`config.mk`:
```
export PLATFORM = sky130hd
export DESIGN_NAME = alu_cmd_sequencer_flat
export DESIGN_NICKNAME = d
export VERILOG_FILES = /design/src/rtl/alu_cmd_sequencer_pkg.sv /design/src/rtl/alu_cmd_sequencer_if.sv /design/src/rtl/alu_cmd_sequencer_btn_debounce.sv /design/src/rtl/alu_cmd_sequencer.sv /design/src/flat_wrapper.sv
export SDC_FILE = /design/constraint.sdc
export NUM_CORES = 1
export LEC_CHECK = 0
export CAP_MARGIN = 25
export CORE_ASPECT_RATIO = 2
export CORE_UTILIZATION = 49
export DETAILED_ROUTE_END_ITERATION = 16
export MAX_ROUTING_LAYER = met4
export PLACE_DENSITY = 0.84
export SYNTH_ARGS = -nofsm -noshare
export SYNTH_HDL_FRONTEND = slang
export SYNTH_SLANG_ARGS = --single-unit
export TNS_END_PERCENT = 20
```
`constraint.sdc`:
```
create_clock -name clk -period 2.13 [get_ports clk]
set_clock_uncertainty 0.1 [all_clocks]
set_input_delay 0.426 -clock clk [delete_from_list [all_inputs] [get_ports clk]]
set_output_delay 0.426 -clock clk [all_outputs]
set_load 0.02 [all_outputs]
```
`src/rtl/alu_cmd_sequencer_pkg.sv`:
```
// Shared types and constants for the ALU command sequencer.
// State encodings double as the LED pattern on the board.
package alu_cmd_sequencer_pkg;

    localparam int DEF_WIDTH = 4;

    typedef enum logic [2:0] {
        S_A    = 3'd0,
        S_B    = 3'd1,
        S_OP   = 3'd2,
        S_EXEC = 3'd3,
        S_SHOW = 3'd4
    } state_t;

    localparam logic [2:0] OP_ADD = 3'd0;
    localparam logic [2:0] OP_SUB = 3'd1;
    localparam logic [2:0] OP_NOT = 3'd2;
    localparam logic [2:0] OP_AND = 3'd3;
    localparam logic [2:0] OP_OR  = 3'd4;
    localparam logic [2:0] OP_XOR = 3'd5;
    localparam logic [2:0] OP_LT  = 3'd6;
    localparam logic [2:0] OP_EQ  = 3'd7;

endpackage

```
`src/rtl/alu_cmd_sequencer_if.sv`:
```
// Operand/result bus between the sequencer and the combinational ALU.
// The sequencer drives operands; the ALU answers combinationally.
interface alu_cmd_sequencer_if #(
    parameter int WIDTH = 4
);
    logic [WIDTH-1:0] alu_a;
    logic [WIDTH-1:0] alu_b;
    logic [2:0]       alu_ctrl;
    logic [WIDTH-1:0] alu_res;
    logic             alu_car;
    logic             alu_of;

    modport master (
        output alu_a, alu_b, alu_ctrl,
        input  alu_res, alu_car, alu_of
    );

    modport slave (
        input  alu_a, alu_b, alu_ctrl,
        output alu_res, alu_car, alu_of
    );
endinterface

```
`src/rtl/alu_cmd_sequencer_btn_debounce.sv`:
```
// Two-flop synchroniser, stable-high counter and rising-edge pulse
// for the raw step button.
module btn_debounce #(
    parameter int DB_CYCLES = 4
) (
    input  logic clk,
    input  logic rst,
    input  logic btn,
    output logic press
);
    localparam int CW = $clog2(DB_CYCLES + 1);
    localparam logic [CW-1:0] LAST = CW'(DB_CYCLES - 1);
    localparam logic [CW-1:0] TOP  = CW'(DB_CYCLES);

    logic          sync1;
    logic          sync2;
    logic [CW-1:0] cnt;
    logic          level;

    // Synchronise, count stable-high cycles, pulse once when level rises.
    always_ff @(posedge clk) begin
        if (rst) begin
            sync1 <= 1'b0;
            sync2 <= 1'b0;
            cnt   <= '0;
            level <= 1'b0;
            press <= 1'b0;
        end else begin
            sync1 <= btn;
            sync2 <= sync1;
            press <= 1'b0;
            if (!sync2) begin
                cnt   <= '0;
                level <= 1'b0;
            end else begin
                if (cnt != TOP) begin
                    cnt <= cnt + 1'b1;
                end
                if (cnt == LAST) begin
                    level <= 1'b1;
                    press <= ~level;
                end
            end
        end
    end
endmodule

```
`src/rtl/alu_cmd_sequencer.sv`:
```
// Operand/op-code collector for the board ALU: one press per field,
// one-cycle execute, registered result for the display stage.
module alu_cmd_sequencer
    import alu_cmd_sequencer_pkg::*;
#(
    parameter int WIDTH     = DEF_WIDTH,
    parameter int DB_CYCLES = 4,
    parameter int CNT_W     = 8
) (
    input  logic                 clk,
    input  logic                 rst,
    input  logic [WIDTH-1:0]     sw,
    input  logic                 btn,
    alu_cmd_sequencer_if.master  alu,
    output logic [WIDTH-1:0]     res_q,
    output logic                 car_q,
    output logic                 of_q,
    output logic                 res_valid,
    output logic [2:0]           state,
    output logic [CNT_W-1:0]     op_cnt
);
    state_t           st;
    logic [WIDTH-1:0] a_q;
    logic [WIDTH-1:0] b_q;
    logic [2:0]       ctrl_q;
    logic             press;

    btn_debounce #(
        .DB_CYCLES (DB_CYCLES)
    ) u_db (
        .clk   (clk),
        .rst   (rst),
        .btn   (btn),
        .press (press)
    );

    assign alu.alu_a    = a_q;
    assign alu.alu_b    = b_q;
    assign alu.alu_ctrl = ctrl_q;
    assign state        = st;

    // Step through the fields on each press; capture ALU output in S_EXEC.
    always_ff @(posedge clk) begin
        if (rst) begin
            st        <= S_A;
            a_q       <= '0;
            b_q       <= '0;
            ctrl_q    <= '0;
            res_q     <= '0;
            car_q     <= 1'b0;
            of_q      <= 1'b0;
            res_valid <= 1'b0;
            op_cnt    <= '0;
        end else begin
            res_valid <= 1'b0;
            case (st)
                S_A: begin
                    if (press) begin
                        a_q <= sw;
                        st  <= S_B;
                    end
                end
                S_B: begin
                    if (press) begin
                        b_q <= sw;
                        st  <= S_OP;
                    end
                end
                S_OP: begin
                    if (press) begin
                        ctrl_q <= sw[2:0];
                        st     <= S_EXEC;
                    end
                end
                S_EXEC: begin
                    res_q     <= alu.alu_res;
                    car_q     <= alu.alu_car;
                    of_q      <= alu.alu_of;
                    op_cnt    <= op_cnt + CNT_W'(1);
                    res_valid <= 1'b1;
                    st        <= S_SHOW;
                end
                S_SHOW: begin
                    if (press) begin
                        st <= S_A;
                    end
                end
                default: begin
                    st <= S_A;
                end
            endcase
        end
    end
endmodule

```
`src/flat_wrapper.sv`:
```
// flat-port wrapper written by rule: the top's interface ports become plain ports
module alu_cmd_sequencer_flat import alu_cmd_sequencer_pkg::*;
#(
    parameter int WIDTH     = DEF_WIDTH,
    parameter int DB_CYCLES = 4,
    parameter int CNT_W     = 8
)
  (clk, rst, sw, btn, res_q, car_q, of_q, res_valid, state, op_cnt, alu_alu_a, alu_alu_b, alu_alu_ctrl, alu_alu_res, alu_alu_car, alu_alu_of);
  alu_cmd_sequencer_if #(.WIDTH(WIDTH)) alu_i ();
  input  logic clk;
  input  logic rst;
  input  logic [WIDTH-1:0] sw;
  input  logic btn;
  output logic [WIDTH-1:0] res_q;
  output logic car_q;
  output logic of_q;
  output logic res_valid;
  output logic [2:0] state;
  output logic [CNT_W-1:0] op_cnt;
  output wire logic [$bits(alu_i.alu_a)-1:0] alu_alu_a;
  output wire logic [$bits(alu_i.alu_b)-1:0] alu_alu_b;
  output wire logic [$bits(alu_i.alu_ctrl)-1:0] alu_alu_ctrl;
  input wire logic [$bits(alu_i.alu_res)-1:0] alu_alu_res;
  input wire logic [$bits(alu_i.alu_car)-1:0] alu_alu_car;
  input wire logic [$bits(alu_i.alu_of)-1:0] alu_alu_of;
  assign alu_alu_a = alu_i.alu_a;
  assign alu_alu_b = alu_i.alu_b;
  assign alu_alu_ctrl = alu_i.alu_ctrl;
  assign alu_i.alu_res = alu_alu_res;
  assign alu_i.alu_car = alu_alu_car;
  assign alu_i.alu_of = alu_alu_of;
  alu_cmd_sequencer #(.WIDTH(WIDTH), .DB_CYCLES(DB_CYCLES), .CNT_W(CNT_W)) u_core (.clk(clk), .rst(rst), .sw(sw), .btn(btn), .alu(alu_i), .res_q(res_q), .car_q(car_q), .of_q(of_q), .res_valid(res_valid), .state(state), .op_cnt(op_cnt));
endmodule
```
Word-level counts from Yosys, hierarchy flattened
Index checks and enable logic that the tools add are counted.
- bits in registers: 36
- logic and storage cells: 42
- input bits: 13
- bitwise logic cells: 3
- add/subtract/negate cells: 2
- muxes and demuxes: 6
- equality and inequality tests: 10
- reduce and logical (&&, ||, !) cells: 7
- operators with widths (kind ; count):
    $pmux 3 s5 ; 1
    $mux 3 ; 4
    $eq 3x2->1 const B ; 3
    $add 8x1->8 const B ; 1
    $ne 2x2->1 const B ; 4
    $reduce_and 2->1 ; 3
    $reduce_and 4->1 ; 1
    $add 3x1->3 const B ; 1
    $eq 3x1->1 const B ; 1
    $eq 3x3->1 const B ; 1
    $logic_not 3->1 ; 1
    $ne 3x3->1 const B ; 1
    $not 1->1 ; 3
    $reduce_or 3->1 ; 1
    $reduce_or 2->1 ; 1
    $mux 1 ; 1

Depth between registers and ports, before layout
- depth in word-level cells: 3
- mapped depth: 5

Cells and area by module
Synthesis repeated with hierarchy kept, for this count alone.
- cell total of the unflattened synthesis: 139
- area total of the unflattened synthesis: 1440.1 µm²
- modules (own cells, without submodules) (module ; instances ; area each (µm²) ; cells each):
    alu_cmd_sequencer ; 1 ; 1154.9 ; 112
    btn_debounce ; 1 ; 285.3 ; 27

Least setup slack after synthesis
OpenSTA, ideal clock, no wires.
- kind: register to register
- from: reg u_core.st[0] (netlist: u_core.state[0])
- to: reg u_core.op_cnt[7]
- period minus slack after synthesis: 1.569 ns
- arrival time: 1.348 ns
- buffers on the path: 1
- setup slack: 0.561 ns
- stages on the path, launching flop included: 5
- path through: dfxtp_1 -> buf_4 -> nand3b_4 -> nor4_1 -> mux2_2
- longest elaborated chain between the ends: 1
- RTL lines (what ; line ; RTL):
    from (decl) ; alu_cmd_sequencer.sv:22 ; state_t st;
    from (signal assigned) ; alu_cmd_sequencer.sv:45 ; st <= S_A;
    from (signal assigned) ; alu_cmd_sequencer.sv:60 ; st <= S_B;
    from (signal assigned) ; alu_cmd_sequencer.sv:66 ; st <= S_OP;
    $eq 3x2->1 ; alu_cmd_sequencer.sv:56 ; case (st)
    to (signal assigned) ; alu_cmd_sequencer.sv:79 ; op_cnt <= op_cnt + CNT_W'(1);
    to (decl) ; alu_cmd_sequencer.sv:20 ; output logic [CNT_W-1:0] op_cnt
Every way passes these cells.
A chain may end at the register's enable or synchronous reset.

Final worst setup path
- from: reg u_core.st[0] (netlist: u_core.state[0])
- to: out state[0]
- RTL lines (what ; line ; RTL):
    to (decl) ; flat_wrapper.sv:18 ; output logic [2:0] state;
No word-level cell between the ends.

==> reports/results.ini <==
[synth]
synth_ff_type=dfxtp_1
synth.area.top_cells=dfxtp_1 51%, mux2i_1 13%, nor2_1 6.9%
yosys.cell_types.count=32
netlist_top_cells_count=36 x dfxtp_1, 26 x nor2_1, 19 x mux2i_1, 7 x a21oi_1, 5 x inv_1
netlist_area_sq_um=1420
synth-edff-count=0
synth_most_common_cell=dfxtp_1
synth-seq-cells=36
yosysTopAreaCell=dfxtp_1
async_flop_share_pct=0
syn_nets=156
yosys_warnings=0
syn-instance-count=139
avgSynthCellArea_sq_um=10.2
synth_top_area_share_pct=50.7
ys_seq_area_share_pct=50.7

[sta]
max_freq_mhz=486
finalCritPeriodShare_pct=96.5
tightest_slew_ps=463
rsz0062_at_grt=false
fin_crit_ps=2060
hold_violations=0
slew_headroom_pct=69.0
finalSetupViolCount=0
finalSetupTns_ps=0
slew_viol_final=0

[grt]
first_global_vias=1139
grt.overflow.total=0
antenna_found_initial=0
grt_pass1_wl_microns=4870
grt_use_total_pct=23.5
grt_start_max_net_pins=25

[floorplan]
ios=42
die_height_microns=78.2
core-area_sq_um=2770
initial_core_util_pct=51.4
die_area_sq_um=3140
num_rows=27
die_x_microns=40.1

[critical_path]
worst_setup_path_start_kind=flop
crit_path_max_incr_delay_ps=680
cp_data_arrival_time_ps=1530
path_max_fanout=10
path_cells=clkdlybuf4s50_1
end_kind=output pin
crit_type=reg2out
required_ps=1600
worst-path-buf-inv=1
slowest_stage=clkdlybuf4s50_1
critPathTopFamily=buffers and inverters

[cts]
clkLatencyLatePin_ps=290
ctsResizeCount=0
cts_tree=done
path_clk_slew_ps=70
cts_setup_buffers=0
numCtsBuffers=5
postCtsHoldBufs=0
cts_num_sinks=36
h-tree-depth=2
cts_root_buffer=clkbuf_8
cts_max_path_buffers=2

[cells_and_area]
fill_cells=215
nets=200
final_layout_size_suffix_gt1_share_pct=7.65
synthToLayoutAreaGrowth_pct=37.0
diodes=0

[drt]
vias=1124
routedWlPerCell_microns=13.9
dr.pass1.iters=4
drc=0
routed_wl_microns=2950
via_per_inst=5.30
initialDrtViolationCount=19
ant_nets=0

[job]
max_cap_violations=0

[power]
power_mw=1.23
powerDensity_nw_per_um2=631
p_leak_nw=0.756
ir_drop_mv=0.525

[hold_path]
min_path_type=reg2reg

[place]
place.gp.congestion=0.699
io_buffer_count=41
dp_hpwl_microns=2210

[outcome]
status=finished, final reports clean

[where the power goes]
| part | total, mW | switching, mW | internal [mW] |
|---|---|---|---|
| combinational | 0.0402 | 0.0164 | 0.0237 |
| clock | 0.515 | 0.227 | 0.288 |
| sequential | 0.676 | 0.000847 | 0.675 |
| total | 1.23 | 0.244 | 0.987 |
[routing by layer]
layer	share of wire, %	vias to the layer above	global-route usage [%]
met3	3.9	6	7.91
li1	-	558	-
met1	38	531	21.5
met4	2.1	0	11.0
met2	56	29	39.8
met5	0	-	-
[flip-flops by register name (all words and copies together) (netlist names)]
| register | cells |
|---|---|
| u_core.state | 3 |
| u_core.u_db.sync1 | 1 |
| u_core.res_valid | 1 |
| u_core.u_db.sync2 | 1 |
| u_core.alu.alu_ctrl | 3 |
| u_core.alu.alu_a | 4 |
| u_core.res_q | 4 |
| u_core.op_cnt | 8 |
| u_core.u_db.press | 1 |
| u_core.car_q | 1 |
| u_core.of_q | 1 |
| u_core.u_db.cnt | 3 |
| u_core.u_db.level | 1 |
| u_core.alu.alu_b | 4 |
[layout by cell type (no fill, tap or decap), drive strengths merged, types with 2 or more instances in the layout]
master,count
clkdlybuf4s50,41
dfxtp,36
nor2,26
mux2i,19
a21oi,7
clkbuf,7
inv,5
nand2,4
ha,4
nor2b,3
buf,3
nand2b,2
nand3,2
xnor2,2
o21ai,2
or3,2
o31ai,2
or4,2
nand3b,2
[cell families (layout without fill, tap and decap cells)]
group / Yosys count / in the layout / share of synthesized area, %
AND/OR/NAND/NOR: 52 / 52 / 21.0
flip-flops: 36 / 36 / 50.7
multiplexers: 20 / 20 / 14.2
AO/OA/AOI/OAI: 12 / 12 / 4.75
buffers and inverters: 12 / 56 / 4.05
adder cells (fa/ha/maj): 4 / 4 / 3.52
XOR/XNOR: 3 / 3 / 1.85
[area by class of cell]
class	count	area, sq um	area share (%)
repair buffers	44	433	22.2
flip-flops and latches	36	721	37.0
clock buffers	7	96.3	4.94
well taps	29	36.3	1.86
inverters	5	18.8	0.963
multi-input cells	91	644	33.1
[path summary, 6_finish.rpt]
check                                       start                end  slack (ps)  depth (start not counted)
worst max-delay path              u_core.state[0]           state[0]          70                          1
worst min-delay path            u_core.u_db.level  u_core.u_db.press         330                          1
worst max register to register    u_core.state[1]   u_core.op_cnt[7]         460                          3
worst min register to register  u_core.u_db.level  u_core.u_db.press         330                          1
[stage by stage]
stage / hold slack, ps / instances / cell area (sq um) / util (%) / worst slack, ps
2_1_floorplan: 297 / 139 / 1420 / - / 561
3_3_place_gp: 305 / 205 / 1850 / 66.9 / 412
3_5_place_dp: 318 / 205 / 1850 / 66.9 / 376
4_1_cts: 329 / 212 / 1950 / 70.4 / 67.1
5_1_grt: 343 / 212 / 1950 / 70.4 / 10.2
6_report: 330 / 212 / 1950 / 70.4 / 73.6
Note: power is estimated with default switching activity, not from simulation.
